--- config.mk ---
export PLATFORM = sky130hd
export DESIGN_NAME = uart_tx
export DESIGN_NICKNAME = d
export VERILOG_FILES = /design/src/rtl/uart_pkg.sv /design/src/rtl/uart_baud_tick.sv /design/src/rtl/uart_tx.sv
export SDC_FILE = /design/constraint.sdc
export NUM_CORES = 1
export LEC_CHECK = 0
export ABC_CLOCK_PERIOD_IN_PS = 3700
export CAP_MARGIN = 5
export CORE_AREA = 2 2 50 52
export DETAILED_ROUTE_END_ITERATION = 10
export DIE_AREA = 0 0 52 54
export PLACE_DENSITY_LB_ADDON = 0.25
export SLEW_MARGIN = 10
export SYNTH_ARGS = -nofsm -noshare
export SYNTH_HDL_FRONTEND = slang
export SYNTH_HIERARCHICAL = 1
export SYNTH_SLANG_ARGS = --single-unit
--- constraint.sdc ---
create_clock -name clk -period 3.7 [get_ports clk]
set_input_delay 0.925 -clock clk [delete_from_list [all_inputs] [get_ports clk]]
set_output_delay 0.925 -clock clk [all_outputs]
set_load 0.01 [all_outputs]
--- src/rtl/uart_pkg.sv ---
// uart_pkg: shared UART state encoding and framing constants
package uart_pkg;

    typedef enum logic [2:0] {
        IDLE,
        START,
        DATA,
        PARITY,
        STOP
    } tx_state_t;

    localparam int   DATA_BITS  = 8;
    localparam int   STOP_BITS  = 1;
    localparam logic IDLE_LEVEL = 1'b1;

endpackage

--- src/rtl/uart_baud_tick.sv ---
// uart_baud_tick: bit-period counter producing a one-cycle bit_done strobe
module uart_baud_tick #(
    parameter int CLKS_PER_BIT = 1
) (
    input  logic clk,
    input  logic rst,
    input  logic restart,
    input  logic enable,
    output logic bit_done
);

    localparam int W = $clog2(CLKS_PER_BIT + 1);

    logic [W-1:0] cnt;

    assign bit_done = enable && (cnt == W'(CLKS_PER_BIT - 1));

    always_ff @(posedge clk) begin
        if (rst || restart)
            cnt <= '0;
        else if (enable)
            cnt <= bit_done ? '0 : cnt + W'(1);
    end

endmodule

--- src/rtl/uart_tx.sv ---
// uart_tx: 8-bit async serial transmitter, start/8 data LSB first/stop; UART_TX_PARITY_EN adds an even-parity bit
module uart_tx
    import uart_pkg::*;
#(
    parameter int CLKS_PER_BIT = 1
) (
    input  logic       clk,
    input  logic       rst,
    input  logic       start,
    input  logic [7:0] data_in,
    output logic       data_out,
    output logic       busy
);

    localparam logic [2:0] LAST_BIT = 3'(DATA_BITS - 1);

    tx_state_t  state, state_n;
    logic [7:0] shift, shift_n;
    logic [2:0] idx, idx_n;
    logic       data_n;
    logic       restart;
    logic       bit_done;
`ifdef UART_TX_PARITY_EN
    logic       par, par_n;
`endif

    uart_baud_tick #(
        .CLKS_PER_BIT(CLKS_PER_BIT)
    ) u_tick (
        .clk     (clk),
        .rst     (rst),
        .restart (restart),
        .enable  (state != IDLE),
        .bit_done(bit_done)
    );

    always_comb begin
        state_n = state;
        shift_n = shift;
        idx_n   = idx;
        restart = 1'b0;
`ifdef UART_TX_PARITY_EN
        par_n   = par;
`endif
        case (state)
            IDLE: if (start) begin
                state_n = START;
                shift_n = data_in;
                idx_n   = 3'd0;
                restart = 1'b1;
`ifdef UART_TX_PARITY_EN
                par_n   = ^data_in;
`endif
            end
            START: if (bit_done) state_n = DATA;
            DATA: if (bit_done) begin
                shift_n = shift >> 1;
                idx_n   = idx + 3'd1;
`ifdef UART_TX_PARITY_EN
                if (idx == LAST_BIT) state_n = PARITY;
`else
                if (idx == LAST_BIT) state_n = STOP;
`endif
            end
`ifdef UART_TX_PARITY_EN
            PARITY: if (bit_done) state_n = STOP;
`endif
            STOP: if (bit_done) state_n = IDLE;
            default: state_n = IDLE;
        endcase
        // line level is derived from the next state so the output register leads nothing combinationally
        data_n = (state_n == START) ? ~IDLE_LEVEL : (state_n == DATA) ? shift_n[0] : IDLE_LEVEL;
`ifdef UART_TX_PARITY_EN
        if (state_n == PARITY) data_n = par_n;
`endif
    end

    always_ff @(posedge clk) begin
        if (rst) begin
            state    <= IDLE;
            shift    <= '0;
            idx      <= '0;
            data_out <= IDLE_LEVEL;
            busy     <= 1'b0;
`ifdef UART_TX_PARITY_EN
            par      <= 1'b0;
`endif
        end else begin
            state    <= state_n;
            shift    <= shift_n;
            idx      <= idx_n;
            data_out <= data_n;
            busy     <= (state_n != IDLE);
`ifdef UART_TX_PARITY_EN
            par      <= par_n;
`endif
        end
    end

endmodule

==> impl_metrics.toml, run 1 <==
[timing]
max_freq_mhz = 453
tightestPinTransition_ns = 0.611
finalSetupViolCount = 0
fin_skew_ns = 0.00239
timing.final.crit_share = 0.597
holdWs_ns = 0.476
min_period_ns = 2.21
tns_ns = 0
finalHoldViolations = 0
rsz0062_at_grt = "no"
slew_headroom = 0.591
maxSlewViolCount = 0

[pwr]
power_switching_share = 0.267
powerDensity_nw_per_um2 = 394
p_switching_w = 0.0000978
leakage_nw = 0.322
seqPwrFrac = 0.551
p_int_w = 0.000269
power_frac_clock = 0.275
vdd_drop_max_mv = 0.333
pwr-share-comb = 0.174

[clock_network]
cts_setup_buffers = 0
cts_made_buffers = 3
cts-resized-gates = 0
hold_buffers = 0
cts.clk_slew.worst_paths_ns = 0.10
cts_tree = "built"
clk_latency_ns = 0.29
clockBufferDepth = 2
cts.sinks = 17
htreeDepth = 1
cts_root_buffer = "clkbuf_4"

[synth]
async_flop_share = 0
yosysMostFrequentCell = "dfxtp_1"
synth_cells = 82
synth.area.top_cells = "dfxtp_1, a21oi_1, nand3_1"
synth_top_area_frac = 0.442
seq_area_frac_synth = 0.442
ys.flop_type = "dfxtp_1"
yosys_warnings = 6
syn_avg_cell_area_sq_um = 9.40
synth_seq_cells = 17
syn_area_sq_um = 771
synth_edf_count = 0
synth_common_cells = "dfxtp_1, a21oi_1, nand3_1"
synth_cell_types = 28
synth_top_area_cell = "dfxtp_1"
synth_nets = 95

[setup_path]
crit_arrival_ns = 2.43
startpoint_type = "primary input"
critPathCaptureType = "flip-flop"
critPathMaxFanout = 12
crit_type = "primary input to flip-flop"
critPathRequiredTime_ns = 3.93

[die]
ios = 13
coreArea_sq_um = 2320
die_area_sq_um = 2810
row_count = 18
die_x_um = 52
initial_utilization = 0.332
die_h_um = 54

[route]
drt_wl_total_um = 1520
vias = 639
wire_per_inst_um = 12.4
drtIter0Drc = 13
drcViolationCount = 0
viasPerCell = 5.20
ant_nets = 0
drtPass1Iterations = 4

[worst_hold_path]
min_path_type = "flip-flop to flip-flop"

[grt]
grt_start_max_net_pins = 17
grt.total_usage = 0.126
grt_pass1_wl_um = 2590
antenna_found_initial = 0
grt_pass1_vias = 581
grt-ovfl-total = 0

[cells_and_area]
nets = 107
final_area_sq_um = 931
syn2layout_area_growth_pct = 20.8
diodes = 0
drive_gt1_frac = 0.0968
fillCellCount = 229
instances_no_fill = 123

[place]
gp_congestion = 0.740
io_buffers = 12
dpl_cell_area_sq_um = 905
dp.cells = 119

[run]
maxCapViolations = 0

[outcome]
status = "complete, no violations"
==> layout make-up <==
type | instances | area [sq um] | area share
timing repair buffer | 13 | 128 | 0.137
multi-input combinational | 57 | 387 | 0.415
sequential | 17 | 340 | 0.366
clock buffer | 4 | 26.3 | 0.0282
tap | 30 | 37.5 | 0.0403
inverter | 2 | 12.5 | 0.0134
==> worst paths after layout <==
| path | slack (ns) | cells after the start | from | end |
|---|---|---|---|---|
| setup / recovery | 1.49 | 5 | start | data_out |
| hold / removal | 0.48 | 2 | shift[3] | shift[3] |
| setup reg to reg | 1.50 | 5 | state[1] | data_out |
| hold reg to reg | 0.48 | 2 | shift[3] | shift[3] |
==> power by group through the flow <==
| stage | logic (W) | clock network [W] | registers, W |
|---|---|---|---|
| after floorplan | 0.0000434 | 0 | 0.000203 |
| after global routing | 0.0000709 | 0.000114 | 0.000204 |
| final | 0.0000639 | 0.000101 | 0.000202 |
| after detailed placement | 0.0000631 | 0 | 0.000206 |
| after CTS | 0.0000637 | 0.000104 | 0.000202 |
| after global placement | 0.0000627 | 0 | 0.000207 |
==> layout by cell type (no fill, tap or decap) <==
cell | Yosys | final
and2_1 | 1 | 1
nand3_1 | 11 | 11
dfxtp_1 | 17 | 17
a22oi_2 | 1 | 1
and4b_1 | 1 | 1
nor3_1 | 1 | 1
or3_1 | 2 | 2
clkinv_4 | 1 | 1
o31ai_1 | 1 | 1
or4bb_1 | 1 | 1
nor4b_2 | 1 | 1
a22oi_1 | 6 | 6
nand2b_1 | 3 | 3
inv_1 | 1 | 1
clkbuf_4 | 0 | 3
nor2b_1 | 2 | 2
a21oi_1 | 13 | 13
a41oi_2 | 1 | 1
a22o_1 | 1 | 1
ha_1 | 2 | 2
nor4bb_1 | 1 | 1
o211ai_1 | 1 | 1
a2111oi_1 | 1 | 1
buf_4 | 1 | 1
clkdlybuf4s50_1 | 0 | 12
clkbuf_1 | 1 | 1
nor2_1 | 2 | 2
nand2_1 | 3 | 3
or4b_4 | 1 | 1
==> cell families after synthesis <==
| group | after synthesis | share of synthesized area |
|---|---|---|
| AOI/OAI and AO/OA | 25 | 0.224 |
| adders and majority gates | 2 | 0.0325 |
| buffers and inverters | 8 | 0.0568 |
| DFF | 17 | 0.442 |
| and+or+nand+nor | 30 | 0.245 |
==> layer usage <==
| layer | vias up | wire length, um | GRT usage |
|---|---|---|---|
| met2 | 15 | 655 | 0.188 |
| met1 | 294 | 758 | 0.170 |
| met4 | 0 | 4 | 0.0132 |
| met5 | - | 0 | 0 |
| li1 | 328 | - | - |
| met3 | 2 | 104 | 0.0611 |
==> metrics by stage <==
| step | setup slack (ns) | util | total power [W] |
|---|---|---|---|
| finish | 1.49 | 0.401 | 0.000367 |
| global route | 1.36 | 0.401 | 0.000389 |
| CTS | 1.51 | 0.401 | 0.000370 |
| detailed placement | 1.21 | 0.390 | 0.000270 |
| global placement | 1.23 | 0.390 | 0.000269 |
| floorplan | 1.85 | - | 0.000247 |
==> sequential cells by signal (all words and copies together) (netlist names) <==
signal / cells
busy: 1
state: 3
shift: 8
data_out: 1
u_tick/cnt: 1
idx: 3
==> worst max-delay path, stage by stage <==
cell	delay (ns)
clkdlybuf4s50_1	0.50
or4b_4	0.59
clkinv_4	0.13
a22oi_2	0.10
a41oi_2	0.18
Note: power is estimated with default switching activity, not from simulation.
==> run 2: changes to the inputs <==
ABC_CLOCK_PERIOD_IN_PS = 1900   (was 3700)
clock period = 1.9 ns   (was 3.7 ns; I/O delays follow)
==> impl_metrics.toml, run 2 (synthesis results as in run 1) <==
[cells_and_area]
drive_gt1_frac = 0.226
final_cell_mix = "dfxtp_1, buf_4, a21oi_1"
reg_top3 = "shift (8), idx (3), state (3)"
largest_register_ffs = 8
regMostFlops = "shift"
final_common_cell = "dfxtp_1"
diodes = 0
nets = 120
syn2layout_area_growth_pct = 33.9

[setup_path]
critPathCaptureType = "flip-flop"
regToRegSetupSlack_ns = 0.10
startpoint_type = "flip-flop"
critPathRequiredTime_ns = 2.06
r2r_end = "data_out"
crit_type = "flip-flop to flip-flop"
ff2ff_path_depth = 6
critPathMaxFanout = 5
crit_arrival_ns = 1.96
reg2reg_from = "state[2]"

[grt]
grt-ovfl-total = 0
grt.total_usage = 0.133
grt_pass1_wl_um = 2750
antenna_found_initial = 0
grt_start_max_net_pins = 11
grt_pass1_vias = 612

[clock_network]
cts_made_buffers = 3
cts.sinks = 17
clockBufferDepth = 2
hold_buffers = 0
cts_tree = "built"
htreeDepth = 1
cts_root_buffer = "clkbuf_4"
clk_latency_ns = 0.29
cts_setup_buffers = 0
cts.clk_slew.worst_paths_ns = 0.10

[worst_hold_path]
min_path_type = "flip-flop to flip-flop"
hold_path_end = "shift[5]"
worstHoldPathCells = 2
hp-start = "shift[5]"

[timing]
maxSlewViolCount = 0
finalSetupViolCount = 0
rsz0062_at_grt = "no"
timing.final.crit_share = 0.945
max_freq_mhz = 557
finalHoldViolations = 0
setup_ws_ns = 0.105
tightestPinTransition_ns = 0.323
min_period_ns = 1.80
fin_skew_ns = 0.00460
slew_headroom = 0.784
holdWs_ns = 0.476

[route]
drtPass1Iterations = 4
vias = 691
wire_per_inst_um = 11.8
ant_nets = 0
drt_wl_total_um = 1600
viasPerCell = 5.08
drcViolationCount = 0
drtIter0Drc = 13

[pwr]
powerDensity_nw_per_um2 = 720
vdd_drop_max_mv = 0.381
leakage_nw = 0.389

[place]
post-dp-hpwl_um = 1190
post-place-ws_ns = -0.0648
io_buffers = 12
gp_congestion = 0.702

[die]
coreArea_sq_um = 2320
row_count = 18
die_h_um = 54
ios = 13
initial_utilization = 0.332
die_x_um = 52
die_area_sq_um = 2810

[run]
maxCapViolations = 0

[outcome]
status = "complete, no violations"
[run 2: cell types whose count changed in the layout (fill, tap and decap cells not counted)]
cell      previous run  this run
buf_4                1        14
clkbuf_1             1         0
clkinv_2             0         1
nor2b_1              2         1
nor2b_2              0         1
[run 2: worst max-delay path by stage]
stage	from	to
after floorplan	state[1]	data_out
after global placement	start	data_out
after detailed placement	start	data_out
after CTS	state[2]	data_out
after global routing	state[2]	data_out
final	state[2]	data_out
[run 2: layout make-up]
type,count,area (sq um)
timing repair buffer,26,225
sequential,17,340
clock buffer,3,22.5
fill,224,1290
inverter,2,12.5
clock inverter,1,5.00
multi-input combinational,57,389
tap,30,37.5
[run 2: power breakdown]
part | switching, W | leakage [nW] | internal (W)
registers | 0.00000973 | 0.139 | 0.000378
logic | 0.0000721 | 0.232 | 0.0000902
clock network | 0.000115 | 0.0177 | 0.0000782
[run 2: timing repair]
item,CTS,global route
hold endpoints to repair,0,0
resized for setup,0,1
setup endpoints to repair,0,1
[run 2: critical path, cell delays in order (launching register included)]
cell and delay, ns:
dfxtp_1 0.33, or3_1 0.41, nor2b_2 0.20, nand2b_1 0.14
a2111oi_1 0.38, buf_4 0.18, a41oi_2 0.03
[run 2: layer usage]
layer,global-route usage,part of all wire,up-vias
met1,0.178,0.48,319
met2,0.211,0.47,15
met3,0.0250,0.046,2
met4,0.0526,0.0056,0
met5,0,0,-
li1,-,-,355
[run 2: per-stage QoR]
step | cells | util | TNS, ns | instance area [sq um] | total power [W]
5_1_grt | 136 | 0.445 | 0 | 1030 | 0.000793
3_3_place_gp | 132 | 0.432 | -0.269 | 1000 | 0.000556
2_1_floorplan | 82 | - | 0 | 771 | 0.000481
6_report | 136 | 0.445 | 0 | 1030 | 0.000743
3_5_place_dp | 132 | 0.432 | -0.330 | 1000 | 0.000558
4_1_cts | 136 | 0.444 | 0 | 1030 | 0.000755
